--- src/rtl/pipelined_inverter_pkg.sv ---
// Default parameter constants shared by the pipelined inverter and its stage.
package pipelined_inverter_pkg;

    localparam int DEF_WIDTH  = 8;
    localparam int DEF_STAGES = 2;
    localparam int DEF_CNT_W  = 16;

endpackage

--- src/rtl/inv_pipe_stage.sv ---
// One valid/ready register stage: loads from upstream whenever it is empty
// or the downstream side is taking its current word.
module inv_pipe_stage
    import pipelined_inverter_pkg::*;
#(
    parameter int WIDTH = DEF_WIDTH
) (
    input  logic             clk,
    input  logic             rst,
    input  logic             up_valid,
    input  logic [WIDTH-1:0] up_data,
    input  logic             dn_ready,
    output logic             up_ready,
    output logic             valid,
    output logic [WIDTH-1:0] data
);

    logic             r_valid;
    logic [WIDTH-1:0] r_data;

    assign up_ready = !r_valid || dn_ready;

    // NOTE: non-blocking assignments keep every stage sampling its upstream's
    // pre-edge value, so a chain of stages shifts instead of collapsing.
    always_ff @(posedge clk) begin
        if (rst) begin
            r_valid <= 1'b0;
            r_data  <= '0;
        end else if (up_ready) begin
            r_valid <= up_valid;
            r_data  <= up_data;
        end
    end

    assign valid = r_valid;
    assign data  = r_data;

endmodule

--- src/rtl/pipelined_inverter.sv ---
// Masked bitwise inversion at entry, followed by a STAGES-deep valid/ready
// pipeline with full backpressure and a wrapping output-transfer counter.
module pipelined_inverter
    import pipelined_inverter_pkg::*;
#(
    parameter int WIDTH  = DEF_WIDTH,
    parameter int STAGES = DEF_STAGES,
    parameter int CNT_W  = DEF_CNT_W
) (
    input  logic             clk,
    input  logic             rst,
    input  logic             in_valid,
    output logic             in_ready,
    input  logic [WIDTH-1:0] in_data,
    input  logic [WIDTH-1:0] mask,
    output logic             out_valid,
    input  logic             out_ready,
    output logic [WIDTH-1:0] out_data,
    output logic [CNT_W-1:0] xfer_count
);

    logic [STAGES:0]   w_rdy;
    logic [STAGES-1:0] w_valid;
    logic [WIDTH-1:0]  w_data [STAGES];
    logic [WIDTH-1:0]  w_in_word;
    logic [CNT_W-1:0]  r_xfer_count;

    assign w_in_word     = in_data ^ mask;
    assign w_rdy[STAGES] = out_ready;

    // Ready ripples combinationally from the consumer back to the producer.
    for (genvar g = 0; g < STAGES; g++) begin : g_stage
        logic             w_up_valid;
        logic [WIDTH-1:0] w_up_data;

        if (g == 0) begin : g_head
            assign w_up_valid = in_valid;
            assign w_up_data  = w_in_word;
        end else begin : g_body
            assign w_up_valid = w_valid[g-1];
            assign w_up_data  = w_data[g-1];
        end

        inv_pipe_stage #(
            .WIDTH(WIDTH)
        ) u_stage (
            .clk     (clk),
            .rst     (rst),
            .up_valid(w_up_valid),
            .up_data (w_up_data),
            .dn_ready(w_rdy[g+1]),
            .up_ready(w_rdy[g]),
            .valid   (w_valid[g]),
            .data    (w_data[g])
        );
    end

    always_ff @(posedge clk) begin
        if (rst) begin
            r_xfer_count <= '0;
        end else if (out_valid && out_ready) begin
            r_xfer_count <= r_xfer_count + CNT_W'(1);
        end
    end

    assign in_ready   = w_rdy[0];
    assign out_valid  = w_valid[STAGES-1];
    assign out_data   = w_data[STAGES-1];
    assign xfer_count = r_xfer_count;

endmodule
--- config.mk ---
export PLATFORM = sky130hd
export DESIGN_NAME = pipelined_inverter
export DESIGN_NICKNAME = d
export VERILOG_FILES = /design/src/rtl/pipelined_inverter_pkg.sv /design/src/rtl/inv_pipe_stage.sv /design/src/rtl/pipelined_inverter.sv
export SDC_FILE = /design/constraint.sdc
export NUM_CORES = 1
export LEC_CHECK = 0
export ABC_CLOCK_PERIOD_IN_PS = 1500
export CAP_MARGIN = 15
export CORE_MARGIN = 2
export CORE_UTILIZATION = 42
export DETAILED_ROUTE_END_ITERATION = 10
export PLACE_DENSITY = 0.8
export SKIP_CTS_REPAIR_TIMING = 1
export SYNTH_ARGS = -nofsm -noshare
export SYNTH_HDL_FRONTEND = slang
export SYNTH_HIERARCHICAL = 1
export SYNTH_SLANG_ARGS = --single-unit
--- constraint.sdc ---
create_clock -name clk -period 1.5 [get_ports clk]
set_input_delay 0.3 -clock clk [delete_from_list [all_inputs] [get_ports clk]]
set_output_delay 0.3 -clock clk [all_outputs]
set_load 0.02 [all_outputs]
# Word level (Yosys, flattened, before mapping)
# Index checks and enable logic that the tools add are counted.
dict set report totals {
  register_bits 34
  out_inout_bits 26
  word_cells 12
}
dict set report op_classes {
  n_addsub 1
  bitwise 1
  n_reduce_logical 5
}
# cell n
set op_table {}
lappend op_table {{16-bit by 1-bit adder with 16-bit output (second input constant)} 1}
lappend op_table {{8-bit XOR} 1}
lappend op_table {{1-bit zero test} 2}
lappend op_table {{1-bit logical OR} 2}
lappend op_table {{1-bit logical AND} 1}

# Logic depth before layout (Yosys ltp)
# Gate-level depths: netlist of run 1.
dict set report depth {
  ltp_word 3
  mapped_depth 7
  mapped_depth_nobuf 5
}

# Cells and area by module
# Netlist of run 1, hierarchy kept.
# mod n_inst cells_each area_each_um2
set by_module_without_submodules {}
lappend by_module_without_submodules {pipelined_inverter 1 95 805.8}
lappend by_module_without_submodules {inv_pipe_stage 2 39 394.1}

# Worst setup path after synthesis of run 1
# OpenSTA, ideal clock, no wires.
dict set report synth_timing {
  path_type {reg-to-reg}
  startpoint {register g_stage[1].u_stage.r_valid}
  endpoint {register r_xfer_count[14], in the netlist xfer_count[14]}
  setup_ns 0.070
  arrival_time_ns 1.682
  t_required_ns 1.430
  slack_ns -0.252
  stages_incl_launch_ff 5
  n_path_buf 0
  period_less_slack_ns 1.752
  path_cell_list {dfxtp_1 -> and4_1 -> nand3_1 -> or4_1 -> a21oi_1}
}
dict set report synth_between {
  elab_chain_len 1
}
# item line_no
set synth_rtl {}
lappend synth_rtl {{start: declaration} inv_pipe_stage.sv:18} ;# logic r_valid;
lappend synth_rtl {{start signal: assignment} inv_pipe_stage.sv:30} ;# r_valid <= up_valid;
lappend synth_rtl {{1-bit logical AND} pipelined_inverter.sv:61} ;# end else if (out_valid && out_ready) begin
lappend synth_rtl {{end signal: assignment} pipelined_inverter.sv:62} ;# r_xfer_count <= r_xfer_count + CNT_W'(1);
lappend synth_rtl {{end: declaration} pipelined_inverter.sv:26} ;# logic [CNT_W-1:0] r_xfer_count;
# Every way passes these cells.
# A chain may end at the register's enable or synchronous reset.

# Worst setup path after layout of run 1
# Same ends and word-level chain as after synthesis.

==> flow_summary.yaml, run 1 <==
run_status:
  status: "complete, but fails checks"
  violations: "negative setup slack"
synth:
  synthTopCellsByArea: "dfxtp_1 (43%), nand4bb_1 (8.5%), nand2b_1 (6.7%), xor2_1 (6.6%), o21ai_1 (3.8%)"
  synth-async-reset-ratio: 0
  syn-cell-area_sq_um: 1590
  netlist_top_cells_count: "dfxtp_1 (34), nand2b_1 (17), nor2_1 (13)"
  synth_nets: 194
  ys.flop_type: "dfxtp_1"
  synth_cell_types: 33
  ys_seq_area_frac: 0.427
  synth_area_leader_cell: "dfxtp_1"
  avgSynthCellArea_sq_um: 9.21
  yosysMostFrequentCell: "dfxtp_1"
  ys_warn_count: 6
  syn_inst: 173
  synth_top_area_share: 0.427
  ys_seq_elements: 34
  synth_edf_count: 0
grt:
  grt_max_degree: 24
  grt.met1_usage: 0.198
  gr-total-overflow: 0
  grt.total_usage: 0.189
  grt_use_met3: 0.0651
  use_met2: 0.335
  grt_pass1_vias: 1434
  grt_first_pass_wirelength_microns: 6150
  top_usage_layer: "met2"
  antenna_found_initial: 0
detailed_routing:
  drc_errors: 0
  antenna_left: 0
  avgViaCountPerCell: 5.03
  drt_iter0_drc: 59
  vias: 1474
  firstDrtPassIters: 4
  drt-total-wl_microns: 3550
  wl_per_cell_microns: 12.1
placement:
  dp_hpwl_microns: 2480
  post-place-ws_ps: -577
  gp_congestion: 0.795
  post_dp_cell_area_sq_um: 2260
  io_buffer_count: 45
  dp.cells: 280
critical_path:
  crit_path_max_fanout: 7
  reg2reg_depth: 5
  arrival_ps: 1740
  path_delay_family: "simple AND/OR/NAND/NOR gates"
  crit-reg2reg-launch: "g_stage[1].u_stage/valid"
  r2r_slack_ps: -20
  cp_cell_sequence: "buf_8 > and4_4 > nand3_2 > or4_1 > a21oi_1"
  max_stage_delay_ps: 520
  cp.depth: 5
  critPathKind: "reg2reg"
  path_buf_inv: 1
  cp_slowest_cell: "or4_1"
  r2r-end: "xfer_count[14]"
  crit_path_end_kind: "register"
  critPathLaunchType: "register"
  cp_data_required_time_ps: 1720
floorplan:
  ios: 46
  die_y_microns: 65.6
  die_w_microns: 65.6
  initial_core_util: 0.435
  die_area_sq_um: 4300
  rows: 22
  core-area_sq_um: 3660
cts:
  clk_pin_slew_ps: 60
  h-tree-depth: 2
  cts_max_path_buffers: 2
  clockRootBuffer: "clkbuf_8"
  numCtsBuffers: 5
  cts_tree: "done"
  clkSinkCount: 34
  clock_latency_ps: 290
cells_and_area:
  n_antenna_cell: 0
  utilization: 0.686
  stdcell_count: 293
  final_area_sq_um: 2510
  drive_gt1_frac: 0.253
  final_nets: 265
  synthToLayoutAreaGrowth_pct: 57.6
power:
  pwr-share-comb: 0.126
  p_int_w: 0.00155
  seqPwrFrac: 0.479
  switching_share: 0.224
  vdd_drop_max_v: 0.000535
  p_clk_frac: 0.395
  p_sw_w: 0.000446
  leakage_nw: 1.34
  pwr_density_cell_nw_per_um2: 793
sta:
  min_period_ps: 1520
  drv_slew: 0
  slew_headroom: 0.808
  worstMarginPinSlew_ps: 288
  hold_viol_final: 0
  setup-violations-final: 2
  rsz0062_at_grt: "true"
  clock.fmax_ghz: 0.657
  min_period_over_period: 1.01
  fin_ws_ps: -22.1
  finClkSkew_ps: 2.56
hold_path:
  hold_class: "reg2reg"
  min_from: "g_stage[0].u_stage/data[4]"
  hold_depth: 2
  min_to: "g_stage[1].u_stage/data[4]"
job:
  drv_cap: 0
## final cells by class
class	count	area, sq um
sequential	34	699
inverter	5	18.8
clock buffer	8	110
tap	48	60.1
timing repair buffer	70	722
multi-input combinational	128	902
fill	300	1150
## routing by layer
layer  share of wire  wire length (microns)  vias to the layer above
met5               0                      0                        -
met4           0.028                    101                        0
met3           0.056                    199                       10
met2            0.51                   1800                       48
met1            0.41                   1450                      664
li1                -                      -                      752
## worst max path at each step
stage / from / endpoint / slack (ps)
global route: g_stage[1].u_stage/valid / xfer_count[14] / -90
global placement: out_ready / in_ready / -580
finish: g_stage[1].u_stage/valid / xfer_count[14] / -20
floorplan: g_stage[1].u_stage/valid / xfer_count[14] / 4
CTS: out_ready / in_ready / -570
detailed placement: out_ready / xfer_count[14] / -580
## cells in the final DEF, fill, tap and decap left out, types with 2 or more instances in the layout
cell,n
a21oi_1,5
a21oi_2,3
buf_4,22
clkbuf_8,8
clkdlybuf4s50_1,18
dfxtp_1,23
dfxtp_2,9
dfxtp_4,2
dlymetal6s2s_1,26
inv_1,3
inv_2,2
nand2_1,6
nand2b_1,17
nand3_1,8
nand4_1,2
nand4bb_1,12
nor2_1,13
nor2b_2,2
nor3_1,3
nor4_2,2
o21ai_0,7
o21ai_1,12
or4bb_1,4
xnor2_1,5
xor2_1,12
## power groups by stage
stage / registers, W / clock network [W] / logic [W]
floorplan: 0.000998 / 0 / 0.0000824
global placement: 0.000974 / 0 / 0.000237
detailed placement: 0.000975 / 0 / 0.000241
CTS: 0.000955 / 0.000812 / 0.000242
global route: 0.000960 / 0.000856 / 0.000275
finish: 0.000956 / 0.000787 / 0.000251
## state kept, by name, indices dropped and copies added (netlist names)
signal / flops
g_stage.u_stage/data: 16
g_stage.u_stage/valid: 2
xfer_count: 16
## stage by stage
step | hold WS [ps] | setup TNS, ps | total power (W)
6_report | 462 | -23.7 | 0.00199
5_1_grt | 483 | -222 | 0.00209
4_1_cts | 465 | -4050 | 0.00201
3_5_place_dp | 454 | -6260 | 0.00122
3_3_place_gp | 448 | -6060 | 0.00121
2_1_floorplan | 437 | 0 | 0.00108
## cell families (layout without fill, tap and decap cells)
logic type / after synthesis / after routing / synth area share
buf+inv: 11 / 83 / 0.0306
simple gates: 80 / 80 / 0.334
flops: 34 / 34 / 0.427
mux: 1 / 1 / 0.00706
compound gates: 29 / 29 / 0.0997
xor+xnor: 17 / 17 / 0.0934
fa+ha+maj: 1 / 1 / 0.00785
## worst reg2reg max path, delay by kind of cell, from the launching register on
kind,cells,cell delay [ps]
AOI/OAI and AO/OA,1,150
DFF,1,350
buffers and inverters,1,110
and+or+nand+nor,3,860
Note: power is estimated with default switching activity, not from simulation.
==> run 2, diff against run 1 <==
Settings changed: ABC_AREA set to 1, CORE_UTILIZATION 42 to 41, PLACE_DENSITY 0.8 to 0.79, SYNTH_HIERARCHICAL 1 to not set.
==> flow_summary.yaml, run 2 <==
run_status:
  status: "completed"
synth:
  synth_nets: 221
  ys.flop_type: "dfxtp_1"
  yosysMostFrequentCell: "nor2_1"
  synth-async-reset-ratio: 0
  ys_seq_area_frac: 0.454
  synth_edf_count: 0
  synthTopCellsByArea: "dfxtp_1 (45%), nor2_1 (11%), nand2_1 (7.0%), a21oi_1 (5.3%), o21ai_0 (5.3%)"
  syn-cell-area_sq_um: 1500
  synth_cell_types: 28
  netlist_top_cells_count: "nor2_1 (43), dfxtp_1 (34), nand2_1 (28)"
  synth_area_leader_cell: "dfxtp_1"
  avgSynthCellArea_sq_um: 7.50
  syn_inst: 200
  ys_warn_count: 0
  ys_seq_elements: 34
  synth_top_area_share: 0.454
power:
  finalPower_w: 0.00209
  pwr_density_cell_nw_per_um2: 925
  vdd_drop_max_v: 0.000573
  leakage_nw: 1.33
critical_path:
  arrival_ps: 1140
  crit_path_max_fanout: 2
  cp-startpoint: "g_stage[1].u_stage.valid"
  r2r-end: "xfer_count[14]"
  r2r_slack_ps: 180
  cp_data_required_time_ps: 1200
  crit-reg2reg-launch: "xfer_count[1]"
  crit_path_end_kind: "output pin"
  reg2reg_depth: 8
  critPathKind: "reg2out"
  critPathLaunchType: "register"
cts:
  clock_latency_ps: 350
  numCtsBuffers: 5
  cts_max_path_buffers: 2
  cts_tree: "done"
  h-tree-depth: 2
  clk_pin_slew_ps: 110
  clkSinkCount: 34
  clockRootBuffer: "clkbuf_4"
floorplan:
  initial_core_util: 0.439
  core-area_sq_um: 3420
  die_w_microns: 64.5
  rows: 21
  ios: 46
  die_y_microns: 64.5
  die_area_sq_um: 4160
grt:
  antenna_found_initial: 0
  top_usage_layer: "met2"
  use_met2: 0.275
  grt_first_pass_wirelength_microns: 5580
  grt.met1_usage: 0.227
  grt_pass1_vias: 1213
  gr-total-overflow: 0
  grt.total_usage: 0.177
  grt_max_degree: 29
  grt_use_met3: 0.0590
hold_path:
  hold_class: "reg2reg"
  min_to: "g_stage[1].u_stage.valid"
  min_from: "g_stage[0].u_stage.valid"
  hold_depth: 2
cells_and_area:
  layout_commonest_cell: "nor2_1"
  final_nets: 280
  synthToLayoutAreaGrowth_pct: 50.4
  layout_common_cells: "nor2_1 (42), dfxtp_1 (34), nand2_1 (28), dlymetal6s2s_1 (25), clkdlybuf4s50_1 (19)"
  stdcell_count: 306
  drive_gt1_frac: 0.135
  n_antenna_cell: 0
  fill_cells: 299
detailed_routing:
  antenna_left: 0
  drc_errors: 0
  drt_iter0_drc: 73
  drt-total-wl_microns: 3370
  vias: 1418
  avgViaCountPerCell: 4.63
  wl_per_cell_microns: 11.0
  firstDrtPassIters: 4
placement:
  gp_congestion: 0.797
  io_buffer_count: 45
  dp_hpwl_microns: 2450
  dp.cells: 298
sta:
  setup-violations-final: 0
  drv_slew: 0
  min_period_over_period: 0.962
  rsz0062_at_grt: "false"
  hold_viol_final: 0
  clock.fmax_ghz: 0.693
  slew_headroom: 0.835
  worstMarginPinSlew_ps: 247
  min_period_ps: 1440
  finClkSkew_ps: 9.79
job:
  drv_cap: 0
==> run 2: worst max path at each step <==
stage | end | slack (ps) | cells past startpoint
final | in_ready | 60 | 4
after global routing | in_ready | 10 | 4
after CTS | in_ready | -390 | 4
after detailed placement | in_ready | -380 | 4
after global placement | in_ready | -340 | 4
after floorplan | xfer_count[14] | 150 | 8
==> run 2: critical path, stage by stage, from the launching register on <==
cell and delay (ps):
dfxtp_1 340, inv_1 50, nor2_2 140, nand2_1 100, clkbuf_2 170
==> run 2: cells by family after synthesis <==
family,share of synthesized area
xor+xnor,0.0525
simple gates,0.282
compound gates,0.141
fa+ha+maj,0.00834
flops,0.454
buf+inv,0.0625
==> run 2: metal layers <==
| layer | vias to the layer above | wire length, microns |
|---|---|---|
| li1 | 760 | - |
| met1 | 625 | 1580 |
| met2 | 27 | 1570 |
| met3 | 6 | 156 |
| met4 | 0 | 61 |
| met5 | - | 0 |
==> run 2: stage by stage <==
| stage | hold WS [ps] | setup TNS [ps] | instance area, sq um | utilization | setup slack [ps] |
|---|---|---|---|---|---|
| 2_1_floorplan | 369 | 0 | 1500 | - | 155 |
| 3_3_place_gp | 462 | -1150 | 2080 | 0.610 | -337 |
| 3_5_place_dp | 474 | -2010 | 2080 | 0.610 | -384 |
| 4_1_cts | 490 | -4300 | 2200 | 0.643 | -388 |
| 5_1_grt | 510 | 0 | 2260 | 0.660 | 12.0 |
| 6_report | 486 | 0 | 2260 | 0.660 | 57.6 |
==> run 2: report_power, final <==
group | switching, W | leakage (nW) | internal [W]
Combinational | 0.000102 | 0.994 | 0.000123
Sequential | 0.0000189 | 0.278 | 0.000942
Clock | 0.000337 | 0.0585 | 0.000564
==> run 2: cell type report <==
class | instances | area [sq um] | area share
multi-input cells | 142 | 728 | 0.323
clock buffers | 6 | 51.3 | 0.0227
inverters | 20 | 75.1 | 0.0333
clock inverters | 2 | 60.1 | 0.0266
flip-flops and latches | 34 | 681 | 0.302
well taps | 46 | 57.6 | 0.0255
repair buffers | 56 | 603 | 0.267
==> run 3, diff against run 2 <==
Settings changed: ABC_CLOCK_PERIOD_IN_PS 1500 to not set, GPL_TIMING_DRIVEN set to 0.
==> flow_summary.yaml, run 3 (synthesis gave the netlist of run 2 again) <==
cts:
  clkSinkCount: 34
  numCtsBuffers: 5
  cts_tree: "done"
  h-tree-depth: 2
  clk_pin_slew_ps: 100
  cts_max_path_buffers: 2
  clock_latency_ps: 340
  clockRootBuffer: "clkbuf_4"
critical_path:
  crit_path_max_fanout: 10
  critPathLaunchType: "register"
  cp_slowest_cell: "dfxtp_4"
  crit-reg2reg-launch: "xfer_count[1]"
  critPathKind: "reg2out"
  max_stage_delay_ps: 390
  cp_cell_sequence: "inv_1 > nor2_2 > nand2_2 > buf_4 > clkbuf_2"
  r2r-end: "xfer_count[14]"
  r2r_slack_ps: 160
  arrival_ps: 1370
  path_delay_family: "buffers and inverters"
  cp_data_required_time_ps: 1200
  reg2reg_depth: 8
  path_buf_inv: 3
  crit_path_end_kind: "output pin"
  cp-startpoint: "g_stage[1].u_stage.valid"
floorplan:
  die_y_microns: 64.5
  initial_core_util: 0.439
  die_w_microns: 64.5
  rows: 21
  core-area_sq_um: 3420
  die_area_sq_um: 4160
  ios: 46
detailed_routing:
  vias: 1434
  drt_iter0_drc: 68
  antenna_left: 0
  wl_per_cell_microns: 11.6
  drc_errors: 0
  avgViaCountPerCell: 4.80
  firstDrtPassIters: 5
  drt-total-wl_microns: 3470
run_status:
  status: "complete, but fails checks"
  violations: "negative setup slack"
sta:
  drv_slew: 0
  clock.fmax_ghz: 0.598
  fin_ws_ps: -171
  rsz0062_at_grt: "true"
  finClkSkew_ps: 3.44
  slew_headroom: 0.813
  fin_setup_tns_ps: -171
  min_period_over_period: 1.11
  min_period_ps: 1670
  setup-violations-final: 1
  hold_viol_final: 0
  worstMarginPinSlew_ps: 280
cells_and_area:
  drive_gt1_frac: 0.119
  final_nets: 273
  layout_commonest_cell: "nor2_1"
  fill_cells: 315
  seqCellArea_sq_um: 684
  layout_common_cells: "nor2_1 (42), dfxtp_1 (33), nand2_1 (27), dlymetal6s2s_1 (26), clkdlybuf4s50_1 (18)"
  synthToLayoutAreaGrowth_pct: 43.0
  multi_input_area_sq_um: 731
  n_antenna_cell: 0
  utilization: 0.628
placement:
  io_buffer_count: 45
  dp_hpwl_microns: 2490
  gp_congestion: 0.769
  post-place-ws_ps: -854
grt:
  grt_max_degree: 12
  gr-total-overflow: 0
  grt_pass1_vias: 1281
  grt_first_pass_wirelength_microns: 5650
  antenna_found_initial: 0
  grt.total_usage: 0.179
hold_path:
  min_from: "out_ready"
  hold_class: "in2reg"
  min_to: "xfer_count[0]"
  hold_depth: 3
power:
  vdd_drop_max_v: 0.000536
  pwr_density_cell_nw_per_um2: 801
  leakage_nw: 1.28
job:
  drv_cap: 0
-- run 3: where the power goes --
| group | internal (W) | switching, W |
|---|---|---|
| Sequential | 0.000941 | 0.0000243 |
| Clock | 0.000225 | 0.000314 |
| Combinational | 0.000113 | 0.0000997 |
-- run 3: cell type report --
class                   instances  area share
inverters                      20      0.0350
flip-flops and latches         34       0.319
plain buffers                   4      0.0105
repair buffers                 45       0.238
clock buffers                   6      0.0239
multi-input cells             142       0.341
well taps                      46      0.0268
clock inverters                 2     0.00583
-- run 3: metal layers --
layer	global-route usage	part of all wire	vias up
met5	0	0	-
met1	0.229	0.47	648
met4	0.0718	0.017	0
li1	-	-	740
met3	0.0590	0.055	7
met2	0.279	0.46	39
-- run 3: stage by stage --
| step | power [W] | hold WS [ps] | cell area, sq um | cells |
|---|---|---|---|---|
| after floorplan | 0.00108 | 369 | 1500 | 200 |
| after global placement | 0.00120 | 454 | 2010 | 291 |
| after detailed placement | 0.00120 | 475 | 2010 | 291 |
| after CTS | 0.00174 | 490 | 2070 | 299 |
| after global routing | 0.00180 | 403 | 2140 | 299 |
| final | 0.00172 | 411 | 2140 | 299 |
-- run 3: how the worst max path moves through the flow --
stage	to	depth (start not counted)	slack, ps
finish	in_ready	5	-170
global route	in_ready	5	-270
CTS	in_ready	5	-860
detailed placement	in_ready	5	-850
global placement	in_ready	5	-850
floorplan	xfer_count[14]	8	150
-- run 3: worst min-delay path, stage by stage --
cell	delay, ps
dlymetal6s2s_1	180
nand2_4	160
a21oi_1	80
